--- src/rtl/trap_ctrl.sv ---
// trap_ctrl: machine-mode trap controller.
// Selects the oldest pending exception, or an mret, or a level interrupt.
// It then updates the M-mode CSRs and issues a one-cycle PC redirect.
// It holds flush/busy until the pipeline acknowledges the drain.
// Optional feature: define TRAP_CTRL_VECTORED_EN to make mtvec[0] (MODE)
// writable, so that interrupts take the vectored target base+44.
module trap_ctrl #(
   parameter int              XLEN        = 64,
   parameter int              NUM_SRC     = 4,
   parameter logic [XLEN-1:0] MTVEC_RESET = {XLEN{1'b0}}
) (
   input  logic                    clk,
   input  logic                    rst,
   input  logic [NUM_SRC-1:0]      exc_valid,
   input  logic [4*NUM_SRC-1:0]    exc_cause,
   input  logic [XLEN*NUM_SRC-1:0] exc_pc,
   input  logic [XLEN*NUM_SRC-1:0] exc_tval,
   input  logic                    irq,
   input  logic [XLEN-1:0]         irq_pc,
   input  logic                    mret_valid,
   input  logic                    csr_we,
   input  logic [11:0]             csr_addr,
   input  logic [XLEN-1:0]         csr_wdata,
   output logic [XLEN-1:0]         csr_rdata,
   input  logic                    drain_ack,
   output logic                    redirect_valid,
   output logic [XLEN-1:0]         redirect_pc,
   output logic                    flush,
   output logic                    busy
);

   localparam logic [11:0] ADDR_MSTATUS = 12'h300;
   localparam logic [11:0] ADDR_MTVEC   = 12'h305;
   localparam logic [11:0] ADDR_MEPC    = 12'h341;
   localparam logic [11:0] ADDR_MCAUSE  = 12'h342;
   localparam logic [11:0] ADDR_MTVAL   = 12'h343;
   localparam logic [11:0] ADDR_MCYCLE  = 12'hB00;

   // Word-alignment mask: clears bits [1:0].
   localparam logic [XLEN-1:0] ALIGN_MASK  = {{(XLEN-2){1'b1}}, 2'b00};
   localparam logic [XLEN-1:0] IRQ_VEC_OFF = {{(XLEN-6){1'b0}}, 6'd44};
   localparam logic [XLEN-1:0] IRQ_CAUSE   = {1'b1, {(XLEN-5){1'b0}}, 4'd11};
   localparam logic [XLEN-1:0] ONE         = {{(XLEN-1){1'b0}}, 1'b1};

`ifdef TRAP_CTRL_VECTORED_EN
   // MODE bit is writable; bit1 is always zero.
   localparam logic [XLEN-1:0] MTVEC_WMASK = {{(XLEN-2){1'b1}}, 2'b01};
`else
   // Direct mode only; MODE bit is hardwired zero.
   localparam logic [XLEN-1:0] MTVEC_WMASK = {{(XLEN-2){1'b1}}, 2'b00};
`endif

   typedef enum logic [0:0] {
      ST_IDLE  = 1'b0,
      ST_DRAIN = 1'b1
   } state_t;

   state_t          state_r;
   logic            mie_r;
   logic            mpie_r;
   logic [XLEN-1:0] mtvec_r;
   logic [XLEN-1:0] mepc_r;
   logic [XLEN-1:0] mcause_r;
   logic [XLEN-1:0] mtval_r;
   logic [XLEN-1:0] mcycle_r;

   logic [3:0]      sel_cause_s;
   logic [XLEN-1:0] sel_pc_s;
   logic [XLEN-1:0] sel_tval_s;
   logic            idle_s;
   logic            exc_any_s;
   logic            take_exc_s;
   logic            take_irq_s;
   logic            take_mret_s;
   logic            take_trap_s;
   logic            event_s;
   logic [XLEN-1:0] mtvec_base_s;
   logic [XLEN-1:0] irq_target_s;
   logic [XLEN-1:0] target_s;
   logic [XLEN-1:0] trap_epc_s;
   logic [XLEN-1:0] trap_cause_s;
   logic [XLEN-1:0] trap_tval_s;
   logic            wr_mstatus_s;
   logic            wr_mtvec_s;
   logic            wr_mepc_s;
   logic            wr_mcause_s;
   logic            wr_mtval_s;
   logic            wr_mcycle_s;

   // Oldest exception select: ascending scan, so the highest set index wins.
   always_comb begin
      sel_cause_s = 4'd0;
      sel_pc_s    = {XLEN{1'b0}};
      sel_tval_s  = {XLEN{1'b0}};
      for (int i = 0; i < NUM_SRC; i++) begin
         if (exc_valid[i]) begin
            sel_cause_s = exc_cause[4*i +: 4];
            sel_pc_s    = exc_pc[XLEN*i +: XLEN];
            sel_tval_s  = exc_tval[XLEN*i +: XLEN];
         end else begin
            sel_cause_s = sel_cause_s;
            sel_pc_s    = sel_pc_s;
            sel_tval_s  = sel_tval_s;
         end
      end
   end

   // Event priority in IDLE: exception, then mret, then enabled interrupt.
   always_comb begin
      idle_s      = (state_r == ST_IDLE);
      exc_any_s   = |exc_valid;
      take_exc_s  = idle_s & exc_any_s;
      take_mret_s = idle_s & ~exc_any_s & mret_valid;
      take_irq_s  = idle_s & ~exc_any_s & ~mret_valid & irq & mie_r;
      take_trap_s = take_exc_s | take_irq_s;
      event_s     = take_trap_s | take_mret_s;
   end

   // Redirect target and the CSR values written on trap entry.
   always_comb begin
      mtvec_base_s = mtvec_r & ALIGN_MASK;
`ifdef TRAP_CTRL_VECTORED_EN
      if (mtvec_r[0]) begin
         irq_target_s = mtvec_base_s + IRQ_VEC_OFF;
      end else begin
         irq_target_s = mtvec_base_s;
      end
`else
      irq_target_s = mtvec_base_s;
`endif
      if (take_exc_s) begin
         target_s     = mtvec_base_s;
         trap_epc_s   = sel_pc_s & ALIGN_MASK;
         trap_cause_s = {{(XLEN-4){1'b0}}, sel_cause_s};
         trap_tval_s  = sel_tval_s;
      end else if (take_irq_s) begin
         target_s     = irq_target_s;
         trap_epc_s   = irq_pc & ALIGN_MASK;
         trap_cause_s = IRQ_CAUSE;
         trap_tval_s  = {XLEN{1'b0}};
      end else begin
         target_s     = mepc_r;
         trap_epc_s   = irq_pc & ALIGN_MASK;
         trap_cause_s = IRQ_CAUSE;
         trap_tval_s  = {XLEN{1'b0}};
      end
   end

   // Software CSR write decode.
   always_comb begin
      wr_mstatus_s = csr_we & (csr_addr == ADDR_MSTATUS);
      wr_mtvec_s   = csr_we & (csr_addr == ADDR_MTVEC);
      wr_mepc_s    = csr_we & (csr_addr == ADDR_MEPC);
      wr_mcause_s  = csr_we & (csr_addr == ADDR_MCAUSE);
      wr_mtval_s   = csr_we & (csr_addr == ADDR_MTVAL);
      wr_mcycle_s  = csr_we & (csr_addr == ADDR_MCYCLE);
   end

   // CSR state: hardware trap/mret updates take precedence over software writes.
   always_ff @(posedge clk or posedge rst) begin
      if (rst) begin
         mie_r    <= 1'b0;
         mpie_r   <= 1'b0;
         mtvec_r  <= MTVEC_RESET & MTVEC_WMASK;
         mepc_r   <= {XLEN{1'b0}};
         mcause_r <= {XLEN{1'b0}};
         mtval_r  <= {XLEN{1'b0}};
         mcycle_r <= {XLEN{1'b0}};
      end else begin
         if (wr_mcycle_s) begin
            mcycle_r <= csr_wdata;
         end else begin
            mcycle_r <= mcycle_r + ONE;
         end

         if (wr_mtvec_s) begin
            mtvec_r <= csr_wdata & MTVEC_WMASK;
         end

         if (take_trap_s) begin
            mepc_r   <= trap_epc_s;
            mcause_r <= trap_cause_s;
            mtval_r  <= trap_tval_s;
         end else begin
            if (wr_mepc_s) begin
               mepc_r <= csr_wdata & ALIGN_MASK;
            end
            if (wr_mcause_s) begin
               mcause_r <= csr_wdata;
            end
            if (wr_mtval_s) begin
               mtval_r <= csr_wdata;
            end
         end

         if (take_trap_s) begin
            mpie_r <= mie_r;
            mie_r  <= 1'b0;
         end else if (take_mret_s) begin
            mie_r  <= mpie_r;
            mpie_r <= 1'b1;
         end else if (wr_mstatus_s) begin
            mie_r  <= csr_wdata[3];
            mpie_r <= csr_wdata[7];
         end
      end
   end

   // Control FSM with registered redirect/flush/busy outputs.
   always_ff @(posedge clk or posedge rst) begin
      if (rst) begin
         state_r        <= ST_IDLE;
         redirect_valid <= 1'b0;
         redirect_pc    <= {XLEN{1'b0}};
         flush          <= 1'b0;
         busy           <= 1'b0;
      end else begin
         case (state_r)
            ST_IDLE: begin
               if (event_s) begin
                  state_r        <= ST_DRAIN;
                  redirect_valid <= 1'b1;
                  redirect_pc    <= target_s;
                  flush          <= 1'b1;
                  busy           <= 1'b1;
               end else begin
                  redirect_valid <= 1'b0;
               end
            end
            ST_DRAIN: begin
               redirect_valid <= 1'b0;
               if (drain_ack) begin
                  state_r <= ST_IDLE;
                  flush   <= 1'b0;
                  busy    <= 1'b0;
               end
            end
            default: begin
               state_r        <= ST_IDLE;
               redirect_valid <= 1'b0;
               flush          <= 1'b0;
               busy           <= 1'b0;
            end
         endcase
      end
   end

   // Combinational CSR read; unimplemented addresses read zero.
   always_comb begin
      csr_rdata = {XLEN{1'b0}};
      case (csr_addr)
         ADDR_MSTATUS: csr_rdata = {{(XLEN-8){1'b0}}, mpie_r, 3'b000, mie_r, 3'b000};
         ADDR_MTVEC:   csr_rdata = mtvec_r;
         ADDR_MEPC:    csr_rdata = mepc_r;
         ADDR_MCAUSE:  csr_rdata = mcause_r;
         ADDR_MTVAL:   csr_rdata = mtval_r;
         ADDR_MCYCLE:  csr_rdata = mcycle_r;
         default:      csr_rdata = {XLEN{1'b0}};
      endcase
   end

endmodule

--- config.mk ---
export PLATFORM = sky130hd
export DESIGN_NAME = trap_ctrl
export DESIGN_NICKNAME = d
export VERILOG_FILES = /design/src/rtl/trap_ctrl.sv
export SDC_FILE = /design/constraint.sdc
export NUM_CORES = 1
export LEC_CHECK = 0
export CORE_AREA = 5 5 308 310
export CTS_CLUSTER_DIAMETER = 30
export DETAILED_ROUTE_END_ITERATION = 7
export DIE_AREA = 0 0 313 315
export PLACE_DENSITY = 0.56
export SYNTH_ARGS = -nofsm -noshare
export SYNTH_HDL_FRONTEND = slang
export SYNTH_SLANG_ARGS = --single-unit
--- constraint.sdc ---
create_clock -name clk -period 30 [get_ports clk]
set_input_delay 6 -clock clk [delete_from_list [all_inputs] [get_ports clk]]
set_output_delay 6 -clock clk [all_outputs]
set_load 0.02 [all_outputs]
# ---- Yosys cells after proc, flatten, opt, wreduce, memory -nomap -nowiden
# Cells that the tools add are included.
dict set report word_totals {
  reg_bits 387
  inputBits 678
  output_inout_bits 131
  elab_cells 82
}
dict set report op_classes {
  add_sub_neg 1
  n_eq_ne 8
  n_mux 38
  bitwise 17
  reduce_logical 7
}
# operator n
set op_table {}
lappend op_table {{$mux W64} 20}
lappend op_table {{$pmux W64 S6} 1}
lappend op_table {{$add A64 B1 Y64 const B} 1}
lappend op_table {{$eq A12 B10 Y1 const B} 5}
lappend op_table {{$mux W4} 4}
lappend op_table {{$and A1 B1 Y1} 12}
lappend op_table {{$eq A12 B12 Y1 const B} 1}
lappend op_table {{$mux W1} 10}
lappend op_table {{$pmux W1 S2} 3}
lappend op_table {{$reduce_bool A2 Y1} 3}
lappend op_table {{$reduce_and A2 Y1} 2}
lappend op_table {{$reduce_or A4 Y1} 1}
lappend op_table {{$not A1 Y1} 3}
lappend op_table {{$reduce_bool A3 Y1} 1}
lappend op_table {{$ne A2 B1 Y1 const B} 1}
lappend op_table {{$ne A2 B2 Y1 const B} 1}
lappend op_table {{$or A1 B1 Y1} 2}

# ---- Depth between registers and ports, before layout
# Gate-level depths: netlist (run 1).
dict set report depth {
  ltp_word 10
  mapped_depth 9
  mapped_depth_nobuf 7
}

# ---- Worst setup path before layout (run 1)
# Ideal clock, no wire load.
dict set report synth_timing {
  kind {input -> output}
  from {input csr_addr[5]}
  to {output csr_rdata[39]}
  arrival_time_ps 7873
  required_time_ps 24000
  path_slack_ps 16127
  stages 8
  n_path_buf 3
  cell_sequence {or2_2 > clkbuf_1 > nor4_1 > and2_1 > clkbuf_1 > clkbuf_1 > nand2_1 > nand3_1}
}
dict set report synth_between {
  elab_chain_len 2
  word_cells_on_any_way 7
  classes_between {eq/ne (6); mux (1)}
}
# element line
set synth_lines {}
lappend synth_lines {{from (decl)} 22} ;# input logic [11:0] csr_addr,
lappend synth_lines {{$eq A12 B12 Y1 or $eq A12 B10 Y1 (tied branches)} 251} ;# case (csr_addr)
lappend synth_lines {{$pmux W64 S6 (*)} 251}
lappend synth_lines {{to (decl)} 24} ;# output logic [XLEN-1:0] csr_rdata,
# Mark *: on every way between the ends. The rest lies on a longest branch, timed or not.

# ---- Worst setup path after layout (run 1)
dict set report layout_timing {
  from {input csr_addr[10]}
  to {output csr_rdata[17]}
}
# Same word-level chain as after synthesis.

==> results of run 1 <==
-- layer usage --
metal	vias to the layer above	GRT usage, %	share of wire [%]
met5	-	0	0.031
met4	6	6.16	2.9
met3	180	5.36	7.7
met2	1067	36.3	49
met1	12061	26.1	41
li1	11417	-	-
-- cell type report --
class	instances	share of cell area, %
flip-flops and latches	383	27.0
clock buffers	129	8.11
well taps	1186	4.18
diodes	2	0.0141
inverters	29	0.335
multi-input cells	2006	34.2
repair buffers	837	23.4
clock inverters	56	2.81
-- registers in the layout (all words and copies together) (netlist names) --
register        flops
busy                1
mcause_r           64
mcycle_r           64
mepc_r             62
mie_r               1
mpie_r              1
mtval_r            64
mtvec_r            62
redirect_pc        62
redirect_valid      1
state_r             1
-- logic make-up after synthesis --
kind of cell | Yosys count | share of synthesized area (%)
mux | 70 | 3.45
xor+xnor | 39 | 1.51
buf+inv | 292 | 4.93
compound gates | 859 | 26.4
flops | 383 | 42.3
fa+ha+maj | 1 | 0.0552
other cells | 1 | 0.0166
simple gates | 1035 | 21.4
-- cells in the mapped netlist (51+ instances only) --
library cell	n
a21oi_1	234
o31ai_1	74
nand3_1	91
dfrtp_1	383
nor2b_1	132
a31oi_1	65
a221oi_1	192
mux2_2	51
clkbuf_1	246
nor3_1	75
o22ai_1	65
a22oi_1	187
nand2_1	374
nor2_1	242
-- stage by stage --
stage               setup WS [ns]  total power, mW  instance area (um2)  instances  hold slack, ns
floorplan                   13.36             1.17                22700       2681           0.467
global placement            14.27             1.53                31600       4441           0.490
detailed placement          14.22             1.53                31600       4441           0.495
CTS                         14.20             2.76                35500       4626           0.506
global route                13.99             2.87                35500       4627           0.524
finish                      14.23             2.75                35500       4628           0.505
-- power breakdown --
part / leakage, nW / internal (mW) / switching, mW
clock network: 1.86 / 0.870 / 0.349
registers: 4.73 / 0.652 / 0.0997
logic: 7.28 / 0.309 / 0.466
-- worst max-delay path: stages --
cell and delay [ns]:
clkdlybuf4s50_1 0.43, nand4bb_1 0.51, nor2_1 0.49, and3b_4 0.71, buf_4 0.56, a22oi_1 0.14
nand3_1 0.22, clkdlybuf4s50_1 0.67
-- worst max-delay path by stage --
stage                    end  cells after the start    startpoint  slack, ns
4_1_cts        csr_rdata[17]                      8  csr_addr[10]      14.20
5_1_grt        csr_rdata[17]                      8  csr_addr[10]      13.99
6_report       csr_rdata[17]                      8  csr_addr[10]      14.23
3_3_place_gp   csr_rdata[17]                      8  csr_addr[10]      14.27
3_5_place_dp   csr_rdata[17]                      8  csr_addr[10]      14.22
2_1_floorplan           busy                      1           rst      13.36
==> impl_metrics.json, run 1 <==
{
  "rows": 111,
  "clk_latency_ns": 0.64,
  "ir_worst_vdd_v": 0.0000629,
  "p_leak_nw": 13.9,
  "outcome": "finished clean",
  "critPathCaptureType": "primary output",
  "antenna_found_initial": 4,
  "final_common_cell": "clkdlybuf4s50_1",
  "drtIter0Drc": 1974,
  "rr_worst_depth": 7,
  "hold_class": "reg2reg",
  "clk_path_buf_depth": 3,
  "yosysSeqAreaShare_pct": 42.3,
  "drive_gt1_share_pct": 9.01,
  "ios": 809,
  "clock.fmax_mhz": 63.4,
  "setup-tns-final_ns": 0,
  "ys.flop_type": "dfrtp_1",
  "r2r-start": "mie_r",
  "rr_endpoint": "mtval_r[18]",
  "ff_latch_area_mm2": 0.00958,
  "synthArstFlopShare_pct": 100,
  "worst_pin_slew_ns": 1.16,
  "hold_depth": 1,
  "die_x_um": 313,
  "layout_common_cells": "clkdlybuf4s50_1, dfrtp_1, nand2_1",
  "cp_data_required_time_ns": 24.00,
  "ys_warn_count": 0,
  "dpl.hpwl_mm": 77.5,
  "wl_per_cell_um": 23.7,
  "synth-seq-cells": 383,
  "drc_errors": 0,
  "finalCritPeriodShare_pct": 52.6,
  "fin_nets": 4038,
  "syn-cell-area_mm2": 0.0226,
  "clk_pin_slew_worst_paths_ns": 0.04,
  "via_per_inst": 5.34,
  "wl_mm": 110,
  "max-slew-margin-rel_pct": 22.7,
  "syn_inst": 2680,
  "synth_edf_count": 0,
  "hold_buffers": 0,
  "cts.sinks": 383,
  "synth_largest_area_cell": "dfrtp_1",
  "multiInputGateArea_mm2": 0.0121,
  "rsz0062_at_grt": "no",
  "die_h_um": 315,
  "ctsResizeCount": 0,
  "startpoint_type": "primary input",
  "cts-root-buf": "clkbuf_16",
  "initial_core_util_pct": 24.8,
  "utilization_pct": 38.8,
  "synth.area.top_cells": "dfrtp_1, a221oi_1, a22oi_1",
  "portBuffers": 796,
  "die-area_mm2": 0.0986,
  "htree_levels": 3,
  "min_period_ns": 15.77,
  "whs_endpoint": "mpie_r",
  "syn_avg_cell_area_um2": 8.45,
  "vias": 24731,
  "path_max_fanout": 34,
  "syn_to_final_growth_pct": 56.7,
  "fill_cells": 9242,
  "yosysUniqueCellTypes": 58,
  "cts_tree": "done",
  "cts_setup_buffers": 0,
  "critPathKind": "in2out",
  "numCtsBuffers": 102,
  "grt_pass1_wl_mm": 161,
  "grt_max_degree": 128,
  "coreArea_mm2": 0.0914,
  "ant_nets": 0,
  "drt-pass1-iter-count": 5,
  "r2r_setup_slack_ns": 26.51,
  "cp.arrival_ns": 9.77,
  "synth.top_cell.area_share_pct": 42.3,
  "grt.total_usage_pct": 21.1,
  "cap_violations": 0,
  "grt_pass1_vias": 24730,
  "routabilityCongestion": 0.827,
  "p_per_area_mw_per_mm2": 77.4,
  "clock-skew-final_ns": 0.0418,
  "finalSetupViolCount": 0,
  "finalMaxSlewViolations": 0,
  "gr-total-overflow": 0,
  "hold_viol": 0,
  "hold_start": "mpie_r"
}
Power figures use the tool's default switching activity.
==> inputs of run 2 (changes only) <==
--- a/config.mk
+++ b/config.mk
@@ -9,7 +9,7 @@
 export CTS_CLUSTER_DIAMETER = 30
 export DETAILED_ROUTE_END_ITERATION = 7
 export DIE_AREA = 0 0 313 315
-export PLACE_DENSITY = 0.56
+export PLACE_DENSITY = 0.58
 export SYNTH_ARGS = -nofsm -noshare
 export SYNTH_HDL_FRONTEND = slang
 export SYNTH_SLANG_ARGS = --single-unit
==> constraint.sdc (replaced) <==
create_clock -name clk -period 13.1 [get_ports clk]
set_input_delay 2.62 -clock clk [delete_from_list [all_inputs] [get_ports clk]]
set_output_delay 2.62 -clock clk [all_outputs]
set_load 0.02 [all_outputs]
==> run 2 against run 1 <==
Compared with the run above:
- power increased by 130%
- final cell count increased by 0.45%
- combinational power grew 130%
- count of clock-buffer cells in the layout increased by 17
- setup slack got worse by 10 ns
- sequential share of layout area hardly changed
- hold slack improved by 0.0022 ns
- non-clock buffer count is 7 higher
- via count rose by 0.78%
- register-to-register slack worse by 17 ns
- core utilization is essentially flat
- clock power grew 120%
- critical path type unchanged
- critical endpoint unchanged
==> impl_metrics.json, run 2 (synthesis gave the netlist of run 1 again) <==
{
  "r2r_setup_slack_ns": 9.76,
  "rr_worst_depth": 6,
  "die-area_mm2": 0.0986,
  "ant_nets": 0,
  "grt_pass1_vias": 24966,
  "critPathKind": "in2out",
  "numCtsBuffers": 105,
  "ir_worst_vdd_v": 0.000127,
  "dpl_cell_area_mm2": 0.0317,
  "htree_levels": 3,
  "clk_path_buf_depth": 3,
  "reg.largest.list": "mcause_r: 64 flops, mcycle_r: 64 flops, mtval_r: 64 flops",
  "antenna_found_initial": 6,
  "drive_gt1_share_pct": 9.19,
  "cts_tree": "done",
  "ios": 809,
  "die_h_um": 315,
  "min_period_ns": 8.92,
  "drt-pass1-iter-count": 6,
  "wl_mm": 110,
  "p_leak_nw": 13.9,
  "hold_class": "reg2reg",
  "clk_latency_ns": 0.64,
  "ff_latch_area_mm2": 0.00958,
  "rows": 111,
  "setup-tns-final_ns": 0,
  "cts_setup_buffers": 0,
  "initial_core_util_pct": 24.8,
  "routabilityCongestion": 0.828,
  "outcome": "finished clean",
  "cts.sinks": 383,
  "rsz0062_at_grt": "no",
  "grt_pass1_wl_mm": 162,
  "gr-total-overflow": 0,
  "cap_violations": 0,
  "pre_cts_ws_ns": 4.18,
  "fin_area_mm2": 0.0355,
  "clk_pin_slew_worst_paths_ns": 0.04,
  "path_depth": 8,
  "ctsResizeCount": 0,
  "coreArea_mm2": 0.0914,
  "whs_endpoint": "redirect_pc[2]",
  "cp_cell_sequence": "clkdlybuf4s50_1 -> nand4bb_1 -> nor2_1 -> and3_4 -> buf_4 -> a22oi_1 -> nand3_1 -> clkdlybuf4s50_1",
  "worst_pin_slew_ns": 1.14,
  "wl_per_cell_um": 23.7,
  "worst_slack_ns": 4.18,
  "drtIter0Drc": 2102,
  "grt_max_degree": 147,
  "grt.total_usage_pct": 21.1,
  "clock-skew-final_ns": 0.0365,
  "startpoint_type": "primary input",
  "final_common_cell": "clkdlybuf4s50_1",
  "drc_errors": 0,
  "multiInputGateArea_mm2": 0.0121,
  "r2r-start": "state_r",
  "portBuffers": 796,
  "hold_buffers": 0,
  "slowest_delay_ns": 0.66,
  "utilization_pct": 38.8,
  "p_per_area_mw_per_mm2": 175,
  "fill_cells": 9218,
  "hold_depth": 2,
  "via_per_inst": 5.36,
  "fin_nets": 4048,
  "clock.fmax_mhz": 112,
  "cts-root-buf": "clkbuf_16",
  "path_max_fanout": 34,
  "hold_start": "redirect_pc[2]",
  "critPathCaptureType": "primary output",
  "syn_to_final_growth_pct": 56.6,
  "finalMaxSlewViolations": 0,
  "die_x_um": 313,
  "hold_viol": 0,
  "cp_data_required_time_ns": 10.48,
  "rr_endpoint": "mpie_r",
  "cp_num_buf_inv": 3,
  "vias": 24923,
  "finalSetupViolCount": 0,
  "dpl.hpwl_mm": 78.9,
  "finalCritPeriodShare_pct": 68.1,
  "cp_slowest_cell": "clkdlybuf4s50_1",
  "max-slew-margin-rel_pct": 23.8,
  "layout_common_cells": "clkdlybuf4s50_1, dfrtp_1, nand2_1",
  "crit_family": "simple AND/OR/NAND/NOR gates",
  "cp.arrival_ns": 6.30,
  "worst_path_most_repeated_cell": "clkdlybuf4s50_1"
}
## run 2: cell count changes in the layout (fill, tap and decap cells not counted)
cell        before  now
clkbuf_8        19   24
clkbuf_16      104  105
buf_4           41   47
clkinvlp_4      11    6
clkinv_2        14   21
inv_8            1    0
buf_12           1    2
diode_2          2    4
bufinv_16       23   15
clkinv_8         0    2
clkbuf_1         7   18
## run 2: worst max path at each step
stage	startpoint	end	slack (ns)
after floorplan	rst	busy	5.33
after global placement	csr_addr[11]	csr_rdata[32]	4.17
after detailed placement	csr_addr[10]	csr_rdata[17]	4.18
after CTS	csr_addr[10]	csr_rdata[17]	4.18
after global routing	csr_addr[10]	csr_rdata[17]	3.97
final	csr_addr[10]	csr_rdata[17]	4.18
## run 2: layer usage
layer,vias to the layer above,global-route usage (%),routed length (um)
li1,11446,-,-
met1,12186,25.9,43800
met2,1105,36.1,53700
met3,182,5.52,9020
met4,4,7.12,3390
met5,-,0,30
## run 2: layout make-up
| type | count | share of cell area [%] |
|---|---|---|
| antenna | 4 | 0.0282 |
| clock buffer | 146 | 8.49 |
| clock inverter | 51 | 2.20 |
| inverter | 29 | 0.325 |
| multi-input combinational | 2006 | 34.2 |
| sequential | 383 | 27.0 |
| tap | 1186 | 4.18 |
| timing repair buffer | 844 | 23.6 |
## run 2: worst min-delay path: stages, from the launching register on
cell      delay [ns]
dfrtp_1         0.33
a222oi_1        0.08
inv_1           0.06
## run 2: metrics by stage
step,power [mW],cells,hold slack (ns)
6_report,6.21,4649,0.507
5_1_grt,6.49,4647,0.530
4_1_cts,6.25,4645,0.509
3_5_place_dp,3.51,4448,0.501
3_3_place_gp,3.49,4448,0.491
2_1_floorplan,2.68,2681,0.467
## run 2: report_power, final
group / leakage, nW / switching (mW) / internal [mW] / total, mW
combinational: 7.32 / 1.09 / 0.713 / 1.80
sequential: 4.73 / 0.222 / 1.49 / 1.72
clock: 1.85 / 0.804 / 1.89 / 2.69
total: 13.9 / 2.11 / 4.09 / 6.21
